===== config.mk =====
export PLATFORM = sky130hd
export DESIGN_NAME = interp_loop_ctrl
export DESIGN_NICKNAME = d
export VERILOG_FILES = /design/src/rtl/interp_loop_ctrl.sv
export SDC_FILE = /design/constraint.sdc
export NUM_CORES = 1
export LEC_CHECK = 0
export BUFFER_PORTS_ARGS = -buffer_cell sky130_fd_sc_hd__buf_2
export CORE_MARGIN = 2
export CORE_UTILIZATION = 52
export CTS_CLUSTER_DIAMETER = 200
export DETAILED_ROUTE_END_ITERATION = 6
export GPL_ROUTABILITY_DRIVEN = 0
export PLACE_DENSITY = 0.78
export SYNTH_ARGS = -nofsm -noshare
export SYNTH_HDL_FRONTEND = slang
export SYNTH_SLANG_ARGS = --single-unit

===== constraint.sdc =====
create_clock -name CLK -period 2.67 [get_ports CLK]
set_input_delay 0.267 -clock CLK [delete_from_list [all_inputs] [get_ports CLK]]
set_output_delay 0.267 -clock CLK [all_outputs]
set_load 0.1 [all_outputs]

===== src/rtl/interp_loop_ctrl.sv =====
// Row/tap loop sequencer for the interpolation FIR MAC datapath.
// Runs one filtering job per START and hands each row result downstream over OUT_VALID/OUT_READY.
module interp_loop_ctrl #(
  parameter int unsigned LUMA_TAPS   = 8,
  parameter int unsigned CHROMA_TAPS = 4,
  parameter int unsigned CNT_W       = 4
) (
  input  logic             CLK,
  input  logic             RST_ASYNC_N,
  input  logic             START,
  input  logic             ABORT,
  input  logic             FILTER_SEL,
  input  logic [CNT_W-1:0] NUM_ROWS,
  input  logic             OUT_READY,
  output logic [CNT_W-1:0] TAP_IDX,
  output logic [CNT_W-1:0] ROW_IDX,
  output logic             ACC_CLR,
  output logic             ACC_EN,
  output logic             OUT_VALID,
  output logic             BUSY,
  output logic             DONE
);

  localparam logic [2:0] StIdle = 3'd0;
  localparam logic [2:0] StClr  = 3'd1;
  localparam logic [2:0] StMac  = 3'd2;
  localparam logic [2:0] StOut  = 3'd3;
  localparam logic [2:0] StFin  = 3'd4;

  localparam logic [CNT_W-1:0] CntZero    = '0;
  localparam logic [CNT_W-1:0] CntOne     = CNT_W'(1);
  localparam logic [CNT_W-1:0] LumaTaps   = CNT_W'(LUMA_TAPS);
  localparam logic [CNT_W-1:0] ChromaTaps = CNT_W'(CHROMA_TAPS);

  logic [2:0]       state_q, state_d;
  logic [CNT_W-1:0] tap_q, tap_d;
  logic [CNT_W-1:0] row_q, row_d;
  logic [CNT_W-1:0] rows_q, rows_d;
  logic [CNT_W-1:0] taps_q, taps_d;
  logic             last_tap;
  logic             last_row;

  // rows_q is never 0 outside IDLE/FIN-from-empty, so rows_q-1 cannot underflow where it is used.
  assign last_tap = (tap_q == taps_q - CntOne);
  assign last_row = (row_q == rows_q - CntOne);

  always_comb begin
    state_d = state_q;
    tap_d   = tap_q;
    row_d   = row_q;
    rows_d  = rows_q;
    taps_d  = taps_q;

    case (state_q)
      StIdle: begin
        if (START && !ABORT) begin
          rows_d  = NUM_ROWS;
          taps_d  = FILTER_SEL ? ChromaTaps : LumaTaps;
          tap_d   = CntZero;
          row_d   = CntZero;
          state_d = (NUM_ROWS == CntZero) ? StFin : StClr;
        end
      end
      StClr: begin
        tap_d   = CntZero;
        state_d = StMac;
      end
      StMac: begin
        if (last_tap) begin
          tap_d   = CntZero;
          state_d = StOut;
        end else begin
          tap_d = tap_q + CntOne;
        end
      end
      StOut: begin
        if (OUT_READY) begin
          if (last_row) begin
            state_d = StFin;
          end else begin
            row_d   = row_q + CntOne;
            state_d = StClr;
          end
        end
      end
      StFin: begin
        tap_d   = CntZero;
        row_d   = CntZero;
        state_d = StIdle;
      end
      default: begin
        tap_d   = CntZero;
        row_d   = CntZero;
        state_d = StIdle;
      end
    endcase

    // Cancel overrides every other transition once a job is running.
    if (ABORT && (state_q != StIdle)) begin
      tap_d   = CntZero;
      row_d   = CntZero;
      state_d = StIdle;
    end
  end

  always_ff @(posedge CLK or negedge RST_ASYNC_N) begin
    if (!RST_ASYNC_N) begin
      state_q <= StIdle;
      tap_q   <= CntZero;
      row_q   <= CntZero;
      rows_q  <= CntZero;
      taps_q  <= CntZero;
    end else begin
      state_q <= state_d;
      tap_q   <= tap_d;
      row_q   <= row_d;
      rows_q  <= rows_d;
      taps_q  <= taps_d;
    end
  end

  assign TAP_IDX   = tap_q;
  assign ROW_IDX   = row_q;
  assign ACC_CLR   = (state_q == StClr);
  assign ACC_EN    = (state_q == StMac);
  assign OUT_VALID = (state_q == StOut);
  assign BUSY      = (state_q != StIdle);
  assign DONE      = (state_q == StFin);

endmodule

==> impl_metrics.env <==
export IMPL_drc=0
export IMPL_gr_total_overflow=0
export IMPL_crit_chain="inv_1, ha_1, xnor2_1, or4_1, o22ai_2, nor2_1, mux2_2"
export IMPL_synth_nets=117
export IMPL_avgSynthCellArea_um2=9.998
export IMPL_nets=143
export IMPL_cts_tree="built"
export IMPL_antenna_found_initial=0
export IMPL_path_delay_family="simple AND/OR/NAND/NOR gates"
export IMPL_intPower_mw=0.5809
export IMPL_grt_pass1_wl_mm=3.719
export IMPL_maxCapViolCount=0
export IMPL_drt_iter0_drc=7
export IMPL_clk_pin_slew_worst_paths_ns=0.10
export IMPL_hpwl_mm=1.678
export IMPL_cts_sinks=17
export IMPL_htreeDepth=1
export IMPL_cts_hold_buf=1
export IMPL_timing_final_ws_setup_ns=0.3839
export IMPL_synthArstFlopShare_pct=100.0
export IMPL_row_count=16
export IMPL_r2r_start="rows_q[0]"
export IMPL_muxShareOfSynthArea_pct=7.942
export IMPL_fin_area_um2=1224
export IMPL_core_um2=1922
export IMPL_clock_latency_ns=0.30
export IMPL_multi_input_area_um2=584.3
export IMPL_startpoint_type="register"
export IMPL_r2r_end="ROW_IDX[0]"
export IMPL_worstSetupPathType="register to register"
export IMPL_synth_flop_cell="dfrtp_1"
export IMPL_synth_edff_count=0
export IMPL_swShare_pct=49.52
export IMPL_grt_pass1_vias=832
export IMPL_synth_top_area_share_pct=40.91
export IMPL_fin_skew_ns=0.007847
export IMPL_synthTopCellsByArea="dfrtp_1 (41%), mux2_2 (6.5%), xnor2_1 (4.2%)"
export IMPL_synthXorXnorAreaFrac_pct=6.739
export IMPL_highest_layer="met4"
export IMPL_leakage_nw=0.6021
export IMPL_ios=23
export IMPL_synthAdderAreaFrac_pct=3.610
export IMPL_netlist_area_um2=1040
export IMPL_postCtsSetupRepairBufs=0
export IMPL_fin_crit_ns=2.286
export IMPL_max_stage_delay_ns=0.56
export IMPL_cp_depth=7
export IMPL_grt_max_degree=18
export IMPL_pwr_density_cell_nw_per_um2=940.4
export IMPL_yosysUniqueCellTypes=41
export IMPL_irDropWorstVdd_mv=0.5403
export IMPL_tns_ns=0
export IMPL_dieArea_um2=2373
export IMPL_synth_compound_area_share_pct=17.81
export IMPL_timing_hold_ws_ns=0.1597
export IMPL_cts_made_buffers=3
export IMPL_synthSimpleGateAreaFrac_pct=19.13
export IMPL_fillers=197
export IMPL_vias=866
export IMPL_placed_area_um2=1187
export IMPL_timing_final_crit_share_pct=85.62
export IMPL_clkPwrFrac_pct=12.3
export IMPL_cp_max_fo=6
export IMPL_die_h_um=48.72
export IMPL_critPathBufInv=1
export IMPL_drt_first_pass_iters=4
export IMPL_regArea_um2=425.4
export IMPL_crit_end="ROW_IDX[0]"
export IMPL_cp_end_kind="register"
export IMPL_pwr_share_seq_pct=34.3
export IMPL_ys_top_cells_by_count="dfrtp_1 (17), nor2_1 (9), inv_1 (7)"
export IMPL_setup_viol=0
export IMPL_drive_above_1_share_pct=29.46
export IMPL_chipWidth_um=48.72
export IMPL_synth_most_common_cell="dfrtp_1"
export IMPL_ctsLongestPathBuffers=2
export IMPL_n_antenna_cell=0
export IMPL_cp_startpoint="rows_q[0]"
export IMPL_area_delta_synth_final_pct=17.69
export IMPL_wl_met1_mm=1.022
export IMPL_outcome="completed"
export IMPL_preCtsSetupSlack_ns=0.3921
export IMPL_cts_resized=0
export IMPL_start_util_pct=54.10
export IMPL_comb_power_share_pct=53.4
export IMPL_crit_path_top_delay_cell="or4_1"
export IMPL_synth_top_family_by_area="simple AND/OR/NAND/NOR gates"
export IMPL_groute_usage_overall_pct=20.56
export IMPL_hold_viol=0
export IMPL_worst_r2r_setup_slack_ns=0.38
export IMPL_rsz0062_at_grt="false"
export IMPL_port_buffer_count=22
export IMPL_drt_total_wl_mm=2.147
export IMPL_cts_root_buf="clkbuf_4"
export IMPL_synth_area_leader_cell="dfrtp_1"
export IMPL_max_freq_mhz=437.4
export IMPL_crit_required_ns=2.86
export IMPL_worst_ep_arrival_time_ns=2.48
export IMPL_synthCells=104
export IMPL_yosysWarnings=0
export IMPL_wl_met2_mm=1.013
export IMPL_worstRegToRegCells=7
export IMPL_viasPerCell=5.551
export IMPL_hp_class="input port to register"
export IMPL_switchingPower_mw=0.5698
export IMPL_maxSlewViolCount=0
export IMPL_ant_nets=0
export IMPL_dr_wl_met3_um=69
export IMPL_slew_headroom_pct=63.60
export IMPL_ys_ff_latch=17
export IMPL_routedWlPerCell_um=13.76
export IMPL_ys_seq_area_share_pct=40.91
export IMPL_tightest_slew_ns=0.5411
[worst register-to-register path, delay by kind of cell (launching register included)]
kind	cells	cell delay, ns
AOI/OAI and AO/OA	1	0.29
xor gates and xnor gates	1	0.15
adders and majority gates	1	0.31
buffers and inverters	1	0.06
DFF	1	0.42
muxes	1	0.27
and+or+nand+nor	2	0.68
[flip-flops by register name (all words and copies together), names as in the netlist]
register,count
state_q,3
ROW_IDX,4
taps_q,2
TAP_IDX,4
rows_q,4
[worst min-delay path by stage]
stage / from / endpoint / slack, ns / cells past startpoint
2_1_floorplan: RST_ASYNC_N / ROW_IDX[0] / -0.03 / 0
3_3_place_gp: RST_ASYNC_N / taps_q[2] / 0.21 / 1
3_5_place_dp: RST_ASYNC_N / taps_q[2] / 0.21 / 1
4_1_cts: FILTER_SEL / taps_q[3] / 0.15 / 2
5_1_grt: FILTER_SEL / taps_q[3] / 0.16 / 2
6_report: FILTER_SEL / taps_q[3] / 0.16 / 2
[through the flow]
step | utilization [%] | total power, mW | std cells
6_report | 63.67 | 1.151 | 156
3_3_place_gp | 61.78 | 0.9858 | 151
4_1_cts | 63.67 | 1.159 | 156
5_1_grt | 63.67 | 1.237 | 156
2_1_floorplan | - | 0.8909 | 104
3_5_place_dp | 61.78 | 1.015 | 151
[layout make-up]
type                            instances  share of cell area (%)
Sequential cell                        17                   34.76
Tap cell                               27                   2.761
Clock buffer                            4                   2.147
Timing Repair Buffer                   24                   10.43
Multi-Input combinational cell         77                   47.75
Inverter                                7                   2.147
[power groups by stage]
stage | Sequential (mW) | Clock [mW] | Combinational, mW
floorplan | 0.449 | 0 | 0.442
global placement | 0.394 | 0 | 0.592
detailed placement | 0.401 | 0 | 0.614
CTS | 0.395 | 0.147 | 0.617
global route | 0.407 | 0.160 | 0.670
finish | 0.395 | 0.141 | 0.615
[cells by family after synthesis]
family / Yosys count
AO/OA/AOI/OAI: 24
XOR/XNOR: 8
adder cells (fa/ha/maj): 3
buffers and inverters: 10
flip-flops: 17
multiplexers: 7
AND/OR/NAND/NOR: 35
[layout by cell type (no fill, tap or decap), types with 2 or more instances in the layout]
cell type and instances:
buf_2 22, dfrtp_1 17, nor2_1 9, inv_1 7
mux2_2 6, xnor2_1 5, o21ai_0 5, nand2_1 3
nand3b_1 3, xor2_1 3, nand3_1 3, a21oi_1 3
a21o_1 3, ha_1 3, clkbuf_4 3, nor3_1 2
or4_1 2, nor4_1 2, nand2b_1 2
[per-layer routing]
metal / vias to the layer above / global-route usage (%)
met5: - / 0
met4: 0 / 10.00
met3: 5 / 2.778
met2: 16 / 33.11
met1: 412 / 27.25
li1: 433 / -
Note: power is estimated with default switching activity, not from simulation.
